`src/rtl/ps2_host_tx_if.sv`:
```
// rtl/ps2_host_tx_if.sv - command handshake between a host controller and the PS/2 transmitter
interface ps2_host_tx_if;
    logic [7:0] data_in;
    logic       strobe_in;
    logic       busy;
    logic       done;
    logic       error;

    // Controller side: issues command bytes and watches completion.
    modport master (
        output data_in,
        output strobe_in,
        input  busy,
        input  done,
        input  error
    );

    // Transmitter side.
    modport slave (
        input  data_in,
        input  strobe_in,
        output busy,
        output done,
        output error
    );
endinterface

```
`src/rtl/ps2_host_tx.sv`:
```
// rtl/ps2_host_tx.sv - PS/2 host-to-device command transmitter (inhibit, request-to-send, shift, ack)
module ps2_host_tx #(
    parameter int INHIBIT_TICKS = 800,
    parameter int TIMEOUT_TICKS = 16000
) (
    input  logic         clk,
    input  logic         _reset,
    input  logic         cep,
    ps2_host_tx_if.slave host,
    input  logic         ps2_clk_in,
    input  logic         ps2_dat_in,
    output logic         ps2_clk_oe,
    output logic         ps2_dat_oe
);
    localparam int MAX_TICKS = (INHIBIT_TICKS > TIMEOUT_TICKS) ? INHIBIT_TICKS : TIMEOUT_TICKS;
    localparam int TW = $clog2(MAX_TICKS + 1);
    localparam logic [TW-1:0] INHIBIT_LAST = TW'(INHIBIT_TICKS - 1);
    localparam logic [TW-1:0] TIMEOUT_LAST = TW'(TIMEOUT_TICKS - 1);

    typedef enum logic [2:0] {
        IDLE,
        INHIBIT,
        RTS,
        SHIFT,
        ACK,
        RELEASE
    } txState_t;

    txState_t        state;
    txState_t        stateNext;

    logic [1:0]      clkSync;
    logic [1:0]      datSync;
    logic            clkPrev;
    logic            fallEdge;
    logic            lineClk;
    logic            lineDat;

    logic [TW-1:0]   tickCount;
    logic [3:0]      bitCount;
    // Frame still to be driven, LSB first: {stop, parity, d7..d0}.
    logic [9:0]      shiftReg;

    logic            clkOe;
    logic            datOe;
    logic            doneReg;
    logic            errorReg;

    logic            clkOeNext;
    logic            datOeNext;
    logic            doneNext;
    logic            errorNext;
    logic            loadFrame;
    logic            shiftStep;
    logic            tickClear;
    logic            tickRun;
    logic            timeoutHit;

    assign lineClk    = clkSync[1];
    assign lineDat    = datSync[1];
    assign fallEdge   = clkPrev & ~lineClk;
    // A falling edge restarts the timeout window, so it takes priority over expiry.
    assign timeoutHit = cep && !fallEdge && (tickCount == TIMEOUT_LAST);

    assign host.busy  = (state != IDLE);
    assign host.done  = doneReg;
    assign host.error = errorReg;
    assign ps2_clk_oe = clkOe;
    assign ps2_dat_oe = datOe;

    // Bring the raw open-drain lines into the clk domain and remember the last clock level.
    always_ff @(posedge clk or negedge _reset) begin
        if (!_reset) begin
            clkSync <= 2'b11;
            datSync <= 2'b11;
            clkPrev <= 1'b1;
        end else begin
            clkSync <= {clkSync[0], ps2_clk_in};
            datSync <= {datSync[0], ps2_dat_in};
            clkPrev <= lineClk;
        end
    end

    // State register plus registered line drivers and status pulses.
    always_ff @(posedge clk or negedge _reset) begin
        if (!_reset) begin
            state    <= IDLE;
            clkOe    <= 1'b0;
            datOe    <= 1'b0;
            doneReg  <= 1'b0;
            errorReg <= 1'b0;
        end else begin
            state    <= stateNext;
            clkOe    <= clkOeNext;
            datOe    <= datOeNext;
            doneReg  <= doneNext;
            errorReg <= errorNext;
        end
    end

    // Tick counter (inhibit length, then inter-edge timeout), bit counter and frame shifter.
    always_ff @(posedge clk or negedge _reset) begin
        if (!_reset) begin
            tickCount <= '0;
            bitCount  <= 4'd0;
            shiftReg  <= 10'd0;
        end else begin
            if (tickClear) begin
                tickCount <= '0;
            end else if (tickRun && cep) begin
                tickCount <= tickCount + TW'(1);
            end
            if (loadFrame) begin
                shiftReg <= {1'b1, ~^host.data_in, host.data_in};
                bitCount <= 4'd0;
            end else if (shiftStep) begin
                shiftReg <= {1'b1, shiftReg[9:1]};
                bitCount <= bitCount + 4'd1;
            end
        end
    end

    // Next-state and next-output decode for the frame sequence.
    always_comb begin
        stateNext = state;
        clkOeNext = 1'b0;
        datOeNext = 1'b0;
        doneNext  = 1'b0;
        errorNext = 1'b0;
        loadFrame = 1'b0;
        shiftStep = 1'b0;
        tickClear = 1'b0;
        tickRun   = 1'b0;
        case (state)
            IDLE: begin
                if (host.strobe_in) begin
                    loadFrame = 1'b1;
                    tickClear = 1'b1;
                    clkOeNext = 1'b1;
                    stateNext = INHIBIT;
                end
            end
            INHIBIT: begin
                clkOeNext = 1'b1;
                tickRun   = 1'b1;
                if (cep && (tickCount == INHIBIT_LAST)) begin
                    clkOeNext = 1'b0;
                    datOeNext = 1'b1;
                    tickClear = 1'b1;
                    stateNext = RTS;
                end
            end
            RTS: begin
                // Start bit is already on the line; the device starts clocking once it sees it.
                datOeNext = 1'b1;
                tickRun   = 1'b1;
                tickClear = fallEdge;
                if (timeoutHit) begin
                    datOeNext = 1'b0;
                    errorNext = 1'b1;
                    stateNext = IDLE;
                end else if (cep) begin
                    stateNext = SHIFT;
                end
            end
            SHIFT: begin
                datOeNext = datOe;
                tickRun   = 1'b1;
                tickClear = fallEdge;
                if (fallEdge) begin
                    shiftStep = 1'b1;
                    datOeNext = ~shiftReg[0];
                    // Tenth edge puts the stop bit (released line) out.
                    if (bitCount == 4'd9) begin
                        stateNext = ACK;
                    end
                end else if (timeoutHit) begin
                    datOeNext = 1'b0;
                    errorNext = 1'b1;
                    stateNext = IDLE;
                end
            end
            ACK: begin
                tickRun   = 1'b1;
                tickClear = fallEdge;
                if (fallEdge) begin
                    if (lineDat) begin
                        errorNext = 1'b1;
                    end else begin
                        doneNext = 1'b1;
                    end
                    stateNext = RELEASE;
                end else if (timeoutHit) begin
                    errorNext = 1'b1;
                    stateNext = IDLE;
                end
            end
            RELEASE: begin
                tickRun   = 1'b1;
                tickClear = fallEdge;
                if (lineClk && lineDat) begin
                    stateNext = IDLE;
                end else if (timeoutHit) begin
                    errorNext = 1'b1;
                    stateNext = IDLE;
                end
            end
            default: begin
                stateNext = IDLE;
            end
        endcase
    end
endmodule
```
`src/flat_wrapper.sv`:
```
// flat-port wrapper written by rule: the top's interface ports become plain ports
module ps2_host_tx_flat 
#(
    parameter int INHIBIT_TICKS = 800,
    parameter int TIMEOUT_TICKS = 16000
)
  (clk, _reset, cep, ps2_clk_in, ps2_dat_in, ps2_clk_oe, ps2_dat_oe, host_data_in, host_strobe_in, host_busy, host_done, host_error);
  ps2_host_tx_if host_i ();
  input  logic clk;
  input  logic _reset;
  input  logic cep;
  input  logic ps2_clk_in;
  input  logic ps2_dat_in;
  output logic ps2_clk_oe;
  output logic ps2_dat_oe;
  input wire logic [$bits(host_i.data_in)-1:0] host_data_in;
  input wire logic [$bits(host_i.strobe_in)-1:0] host_strobe_in;
  output wire logic [$bits(host_i.busy)-1:0] host_busy;
  output wire logic [$bits(host_i.done)-1:0] host_done;
  output wire logic [$bits(host_i.error)-1:0] host_error;
  assign host_i.data_in = host_data_in;
  assign host_i.strobe_in = host_strobe_in;
  assign host_busy = host_i.busy;
  assign host_done = host_i.done;
  assign host_error = host_i.error;
  ps2_host_tx #(.INHIBIT_TICKS(INHIBIT_TICKS), .TIMEOUT_TICKS(TIMEOUT_TICKS)) u_core (.clk(clk), ._reset(_reset), .cep(cep), .host(host_i), .ps2_clk_in(ps2_clk_in), .ps2_dat_in(ps2_dat_in), .ps2_clk_oe(ps2_clk_oe), .ps2_dat_oe(ps2_dat_oe));
endmodule
```
`config.mk`:
```
export PLATFORM = sky130hd
export DESIGN_NAME = ps2_host_tx_flat
export DESIGN_NICKNAME = d
export VERILOG_FILES = /design/src/rtl/ps2_host_tx_if.sv /design/src/rtl/ps2_host_tx.sv /design/src/flat_wrapper.sv
export SDC_FILE = /design/constraint.sdc
export NUM_CORES = 1
export LEC_CHECK = 0
export ABC_CLOCK_PERIOD_IN_PS = 5140
export CORE_MARGIN = 2
export CORE_UTILIZATION = 55
export DETAILED_ROUTE_END_ITERATION = 12
export PLACE_DENSITY = 0.87
export SETUP_SLACK_MARGIN = 0.5
export SLEW_MARGIN = 15
export SYNTH_ARGS = -nofsm -noshare
export SYNTH_HDL_FRONTEND = slang
export SYNTH_SLANG_ARGS = --single-unit
export TNS_END_PERCENT = 1
```
`constraint.sdc`:
```
create_clock -name clk -period 5.14 [get_ports clk]
set_clock_uncertainty 0.2 [all_clocks]
set_input_delay 0.514 -clock clk [delete_from_list [all_inputs] [get_ports clk]]
set_output_delay 0.514 -clock clk [all_outputs]
set_load 0.03 [all_outputs]
```
Yosys cells after proc, flatten, opt, wreduce, memory -nomap -nowiden. Cells that the tools add are included.

Memory bits (read-only): 0. Input bits: 14. Output and inout port bits: 5. Latch bits: 0. Memories kept: 0. Memory bits (writable): 0. Register bits after elaboration: 40.

Multiply operators: 0. Multiplexer cells: 38. Shift operators: 0. Reductions and logical operators: 14. Equal/unequal tests: 13. Bitwise operators: 3. Divide/modulo/power cells: 0. Magnitude comparators: 0. Add/subtract/negate cells: 2.

Operators by type and width (count): $mux W14 (2); $mux W3 (9); $mux W10 (2); $mux W1 (18); $pmux W3 S6 (1); $add A14 B1 Y14 const B (1); $eq A14 B10 Y1 const B (1); $eq A14 B14 Y1 const B (1); $mux W4 (2); $reduce_xnor A8 Y1 (1); $eq A3 B2 Y1 const B (2); $eq A3 B3 Y1 const B (2); $pmux W1 S3 (2); $logic_and A1 B1 Y1 (5); $reduce_or A5 Y1 (1); $add A4 B1 Y4 const B (1); $eq A4 B4 Y1 const B (1); $pmux W1 S4 (1); $reduce_and A4 Y1 (1); $reduce_bool A2 Y1 (2); $reduce_or A4 Y1 (1); $eq A3 B1 Y1 const B (1); $logic_not A3 Y1 (1); $ne A3 B1 Y1 const B (1); other kinds (9) (10).

Longest topological paths before layout. Gate-level depths: netlist of run 1.

Depth after elaboration: 8. Depth in mapped cells: 7. Depth with buffers taken out: 6.

Worst setup path after synthesis of run 1. OpenSTA, ideal clock, no wires.

Kind: register -> register. Start point: register u_core.tickCount[10]. End point: register u_core.tickCount[10]. Buffers on the path: 1. Arrival: 1621 ps. Data required time: 4822 ps. Stages on the path, launching flop included: 7. Library setup time: 118 ps. Setup slack: 3201 ps. Path through: dfrtp_1 or4_1 nor4_2 nand2_1 o221ai_4 buf_12 nor2_1.

Cells in the longest elaborated chain, start to end: 5. Elaborated cells on any way between the ends: 8. Classes of those cells: add/sub (1); eq/ne (1); mux (4); reduce/logical (2).

Ends and longest elaborated chain: start: declaration (line ps2_host_tx.sv:39) `logic [TW-1:0] tickCount;`; start signal: assignment (line ps2_host_tx.sv:111) `tickCount <= tickCount + TW'(1);`; parallel branches: the longest is 5 deep, another holds $add A14 B1 Y14.

Parallel ways; which one is timed is not known. The select of a mux whose other input is x is not followed. A chain may end at the register's enable or synchronous reset.

Worst setup path in the final report of run 1.
Start point: register u_core.state[1]. End point: output host_busy.

Cells in the longest elaborated chain, start to end: 1.

Ends and longest elaborated chain: start: declaration (line ps2_host_tx.sv:29) `txState_t state;`; start signal: assignment (line ps2_host_tx.sv:93) `state <= stateNext;`; $reduce_bool A3 Y1 (line ps2_host_tx.sv:65) `assign host.busy = (state != IDLE);`; end: declaration (line flat_wrapper.sv:18) `output wire logic [$bits(host_i.busy)-1:0] host_busy;`.

No other way between the ends.

==> results of run 1 <==
synth_stat cells, drive strengths merged:
cell and number:
xnor2 9, dfstp 5, nand4b 1, a21o 1
mux2i 11, and4bb 1, nand3 10, buf 4
xor2 14, inv 4, nor2 23, and3 2
a211oi 1, and2 1, or4b 1, o21bai 1
nand4 4, a22oi 2, or4 1, nand2 25
and4b 1, nand2b 3, dfrtp 35, or2 1
or3 2, o221ai 2, ha 3, a21oi 2
or4bb 1, nor2b 4, nand3b 1, nor3 5
nor4 2, clkbuf 3, o21ai 13, a41oi 1
layer usage:
metal  GRT usage  wire length [microns]  part of all wire  up-vias
li1            -                      -                 -      727
met1       0.228                   1560              0.44      733
met2       0.330                   1760              0.50       37
met3      0.0590                    153             0.043        5
met4      0.0745                     55             0.016        0
met5           0                      0                 0        -
cell families after synthesis:
group	after synthesis	share of synthesized area
XOR/XNOR	23	0.0989
buffers and inverters	11	0.0313
AND/OR/NAND/NOR	89	0.226
AO/OA/AOI/OAI	23	0.0768
adder cells (fa/ha/maj)	3	0.0184
flip-flops	40	0.494
multiplexers	11	0.0541
where the power goes:
| group | internal [uW] | switching [uW] |
|---|---|---|
| combinational | 117 | 152 |
| sequential | 384 | 54.5 |
| clock | 144 | 104 |
worst max-delay path, cell delays in order, from the launching register on:
cell and delay, ns:
dfrtp_1 0.50, nor3_1 0.39, inv_1 0.13, clkdlybuf4s50_1 0.61
worst max-delay path by stage:
stage,slack [ns],start,depth (start not counted),end
after CTS,2.51,u_core.state[1],3,host_busy
after detailed placement,2.70,host_strobe_in,3,u_core.shiftReg[5]
final,2.51,u_core.state[1],3,host_busy
after global routing,2.42,u_core.state[1],3,host_busy
after floorplan,3.20,u_core.tickCount[10],6,u_core.tickCount[10]
after global placement,2.77,cep,6,u_core.tickCount[4]
cell type report:
type / instances / area [sq um]
Fill cell: 304 / 1270
Sequential cell: 40 / 1010
Multi-Input combinational cell: 149 / 966
Timing Repair Buffer: 18 / 175
Clock buffer: 6 / 72.6
Tap cell: 48 / 60.1
Clock inverter: 2 / 35.0
Inverter: 4 / 15.0
sequential cells by signal, summed over array words and instances, names as in the netlist:
register	flops
u_core.bitCount	4
u_core.clkPrev	1
u_core.clkSync	2
u_core.datSync	2
u_core.host.done	1
u_core.host.error	1
u_core.ps2_clk_oe	1
u_core.ps2_dat_oe	1
u_core.shiftReg	10
u_core.state	3
u_core.tickCount	14
stage by stage:
step                cells  setup WS, ns  hold WS [ns]
CTS                   267          2.51         0.156
detailed placement    259          2.70         0.148
finish                267          2.51         0.125
global route          267          2.42         0.167
floorplan             200          3.20        0.0184
global placement      259          2.77         0.146
==> summary.txt, run 1 <==
Setup path
  • WP data required: between 4 and 5 ns
  • FF-to-FF End: u_core.shiftReg[0]
  • WS Path Type: reg -> out
  • Reg2Reg Setup Slack: between 2 and 3 ns
  • R2r worst-path depth: 3
  • Worst Path Arrival: approximately 1.9 ns
  • CP Capture Type: output pin
  • Setup crit start kind: register
  • Crit Path Max Fanout: 9
  • FF-to-FF Start: u_core.state[1]

GRT
  • GR Util All Layers: 0.194
  • Initial antenna violation count: 0
  • Largest net degree at the start of global routing: 41
  • Congestion Overflow GR: 0
  • Vias in the first global route: between 1000 and 1500
  • First-pass GRT wire length: roughly 6.2 mm

Cells and area
  • Nets@finish: about 240
  • Fraction of layout cells with a size suffix above 1: 0.0868
  • Area Overhead vs Synth: 14.4%
  • Commonest non-fill, non-tap cell in the layout: dfrtp_1
  • Ant. Diodes: 0
  • Final cell area excluding filler cells: ~2300 sq um
  • Commonest cells after routing, fill and taps aside: 35 x dfrtp_1, 25 x nand2_1, 23 x nor2_1
  • Finished Core Util: 0.646

Logic synthesis
  • Net Count, Synth: ~220
  • Top cells by area, synth: dfrtp_1 43%, dfstp_2 6.4%, xor2_1 6.0%
  • Mean Syn Cell Area: approximately 10 sq um
  • Synth unique cells: 41
  • Share of the synthesized area in the top cell type: 0.430
  • Yosys warns: 0
  • Cell area after synthesis: approximately 2000 sq um
  • Synth area leader: dfrtp_1
  • Sequential fraction of the synthesis area: 0.494
  • Cells after Synth: 200
  • Synth Register Bits: 40

Power and ir drop
  • Power density over the cells: roughly 400 nW/um^2
  • Pleak: ~0.0010 uW
  • Peak supply drop: between 0.2 and 0.25 mV
  • Total power: ~960 uW

Floorplanning
  • Chip height: 64.9 microns
  • Rows: 22
  • Core outline area: between 3000 and 4000 sq um
  • Num ports: 19
  • Die X: between 60 and 70 microns
  • Initial Util: 0.565
  • Die ar.: 4210 sq um

Clocking
  • Clock root buffer: clkbuf_8
  • Clk_lat worst skew: around 0.29 ns
  • Worst-path clk slew: about 0.080 ns
  • Level count of the clock H-tree: 2
  • Count of hold-fix buffers inserted at cts: 0
  • Clock sinks: 40
  • Worst-case clock buffer depth: 2
  • Post-CTS Setup Inserts: 0
  • Number of CTS-inserted buffers: 5
  • CTS tree: built
  • Post_cts resized: 0

Placed design
  • I/O Buffers: 18
  • GP Congestion: between 0.9 and 1
  • Placed instance area: about 2200 sq um
  • Hpwl dp: about 2.6 mm

Routing
  • First-pass iteration count of the detailed router: 4
  • Via count: 1502
  • DRC Markers: 0
  • DRT antenna net count: 0
  • Routed WL: roughly 3.5 mm
  • WL/cell: about 13 microns
  • Vias/cell: between 5 and 6
  • Iteration-0 DRC Markers: 69

Run status
  • Status: finished, final reports clean

STA
  • Final worst-path cycle share: 0.512
  • Max-slew violations: 0
  • Final Setup Violations: 0
  • RSZ-0062 raised after global routing: false
  • Relative slew slack: 0.354
  • Fin. Hold Viols: 0
  • F_max: 380 MHz
  • Worst slew pin tran: around 0.97 ns
  • Setup tns final: 0 ns
  • Final min period: between 2 and 3 ns

Min path
  • HP Class: in -> async

Flow run
  • Max Cap Viol: 0
Note: power is estimated with default switching activity, not from simulation.
==> inputs of run 2 (changes only) <==
--- a/config.mk
+++ b/config.mk
@@ -5,7 +5,7 @@
 export SDC_FILE = /design/constraint.sdc
 export NUM_CORES = 1
 export LEC_CHECK = 0
-export ABC_CLOCK_PERIOD_IN_PS = 5140
+export ABC_CLOCK_PERIOD_IN_PS = 2700
 export CORE_MARGIN = 2
 export CORE_UTILIZATION = 55
 export DETAILED_ROUTE_END_ITERATION = 12
==> constraint.sdc (replaced) <==
create_clock -name clk -period 2.7 [get_ports clk]
set_clock_uncertainty 0.2 [all_clocks]
set_input_delay 0.27 -clock clk [delete_from_list [all_inputs] [get_ports clk]]
set_output_delay 0.27 -clock clk [all_outputs]
set_load 0.03 [all_outputs]
==> run 2 against run 1 <==
Compared with the run above:
- cell area grew 1.0%
- combinational power grew 94%
- register-to-register slack lost 2.2 ns
- sequential share of layout area shrank 0.44 points
- first-iteration DRC count grew 83%
- sequential power grew 92%
- via count is essentially flat
- cell count grew 1.5%
==> summary.txt, run 2 (synthesis results as in run 1) <==
Cells and area
  • Commonest cells after routing, fill and taps aside: 35 x dfrtp_1, 25 x nand2_1, 23 x nor2_1
  • Biggest regs: u_core.tickCount (14), u_core.shiftReg (10), u_core.bitCount (4)
  • Area occupied by multi-input gates: 976 sq um (+1.0%)
  • Commonest non-fill, non-tap cell in the layout: dfrtp_1
  • Fill count: 284 (-6.6%)
  • Fraction of layout cells with a size suffix above 1: 0.103 (+0.0164)
  • Ant. Diodes: 0 (unchanged)
  • Non-filler cells, final: 271 (+1.5%)
  • Largest Register: u_core.tickCount
  • Nets@finish: 239 (+1.7%)
  • Area Overhead vs Synth: 15.6%
  • Max FFs per register: 14 (unchanged)
  • Reg area: 1010 sq um (unchanged)

Clocking
  • Clock sinks: 40 (unchanged)
  • Clk_lat worst skew: 0.29 ns (about the same)
  • Level count of the clock H-tree: 2 (unchanged)
  • Worst-path clk slew: 0.07 ns (about the same)
  • Worst-case clock buffer depth: 2 (unchanged)
  • Number of CTS-inserted buffers: 5 (unchanged)
  • Clock root buffer: clkbuf_8
  • CTS tree: built

Power and ir drop
  • Peak supply drop: 0.458 mV (+110%)
  • Total power: 1770 uW (+85%)
  • Power density over the cells: 750 nW/um^2 (+83%)
  • Pleak: 0.00104 uW (+1.3%)

STA
  • Setup tns final: 0 ns (unchanged)
  • F_max: 481 MHz
  • Worst slew pin tran: 0.837 ns (-0.131 ns)
  • Relative slew slack: 0.442 (+0.0875)
  • Fin. Hold Viols: 0 (unchanged)
  • Final Setup Violations: 0 (unchanged)
  • Final min period: about 2.1 ns
  • Final worst-path cycle share: 0.770
  • Max-slew violations: 0 (unchanged)
  • RSZ-0062 raised after global routing: false

Routing
  • Vias/cell: 5.54 (-1.5%)
  • WL/cell: 13.8 microns (+4.1%)
  • First-pass iteration count of the detailed router: 4 (unchanged)
  • DRT antenna net count: 0 (unchanged)
  • Routed WL: 3.73 mm (+5.6%)
  • Iteration-0 DRC Markers: 126 (+83%)
  • DRC Markers: 0 (unchanged)
  • Via count: 1501 (-0.067%)

Placed design
  • Placed Cells: 262 (+1.2%)
  • Hpwl dp: 2.70 mm (+5.8%)
  • GP Congestion: 0.902 (-0.32%)
  • I/O Buffers: 18 (unchanged)

Setup path
  • Crit Path Max Fanout: 9 (unchanged)
  • R2r worst-path depth: 5 (+2)
  • CP Capture Type: output pin
  • Critical path depth: 3 (unchanged)
  • Critical path's top delay family: flip-flops
  • WP data required: 2.23 ns (-2.20 ns)
  • Crit path buffers/inverters: 2 (unchanged)
  • Worst Path Arrival: 1.61 ns (-0.31 ns)
  • Setup crit start kind: register
  • CP Cell Sequence: nor3_2, inv_1, dlygate4sd2_1
  • CP max stage delay: 0.51 ns (-0.10 ns)
  • CP max stage cell: dfrtp_1
  • WS Path Type: reg -> out

Floorplanning
  • Initial Util: 0.565 (unchanged)
  • Core outline area: 3610 sq um (unchanged)
  • Rows: 22 (unchanged)
  • Die X: 64.9 microns (unchanged)
  • Chip height: 64.9 microns (unchanged)
  • Num ports: 19 (unchanged)
  • Die ar.: 4210 sq um (unchanged)

Min path
  • Hold path depth: 0
  • HP Class: reg -> reg

Run status
  • Status: finished, final reports clean

GRT
  • Congestion Overflow GR: 0 (unchanged)
  • GR Util All Layers: 0.213 (+0.0195)
  • Largest net degree at the start of global routing: 41 (unchanged)
  • Initial antenna violation count: 0 (unchanged)
  • First-pass GRT wire length: 6.79 mm (+9.1%)
  • Vias in the first global route: 1542 (+5.4%)

Flow run
  • Max Cap Viol: 0 (unchanged)
run 2: worst reg2reg max path, delay by kind of cell, from the launching register on:
kind / cells / cell delay (ns)
AND/OR/NAND/NOR: 4 / 1.10
AO/OA/AOI/OAI: 1 / 0.19
flip-flops: 1 / 0.42
run 2: stage by stage:
| step | hold WS [ns] | setup slack (ns) | utilization | instance area (sq um) |
|---|---|---|---|---|
| after floorplan | -0.226 | 0.761 | - | 2040 |
| after global placement | 0.147 | 0.589 | 0.623 | 2250 |
| after detailed placement | 0.147 | 0.552 | 0.623 | 2250 |
| after CTS | 0.157 | 0.540 | 0.652 | 2350 |
| after global routing | 0.165 | 0.510 | 0.653 | 2350 |
| final | 0.156 | 0.621 | 0.653 | 2350 |
run 2: path summary, 6_finish.rpt:
kind | slack, ns | endpoint | from
worst max-delay path | 0.62 | host_busy | u_core.state[1]
min in group asynchronous | 0.41 | u_core.ps2_clk_oe | _reset
max in group asynchronous | 1.36 | u_core.tickCount[9] | _reset
worst min-delay path | 0.16 | u_core.datSync[1] | u_core.datSync[0]
worst min register to register | 0.16 | u_core.datSync[1] | u_core.datSync[0]
worst max register to register | 0.66 | u_core.tickCount[9] | u_core.tickCount[10]
run 2: layout make-up:
| type | count | share of cell area |
|---|---|---|
| Clock buffer | 8 | 0.0383 |
| Inverter | 4 | 0.00638 |
| Multi-Input combinational cell | 149 | 0.414 |
| Sequential cell | 40 | 0.428 |
| Tap cell | 48 | 0.0255 |
| Timing Repair Buffer | 22 | 0.0877 |
run 2: power breakdown:
part	total, uW	internal [uW]	switching [uW]
clock	402	208	193
sequential	841	732	109
combinational	523	228	295
total	1770	1170	597
run 2: what timing repair did:
item                                    CTS  global route
hold endpoints to repair                 35             0
hold buffers                              1             0
setup buffers                             0             0
gates resized for setup                   2             1
endpoints found under the setup margin    1             8
run 2: layer usage:
metal | global-route usage | vias to the layer above | routed length, microns
met2 | 0.360 | 35 | 1910
met1 | 0.251 | 735 | 1610
met3 | 0.0590 | 2 | 178
met4 | 0.0984 | 0 | 33
met5 | 0 | - | 0
li1 | - | 729 | -
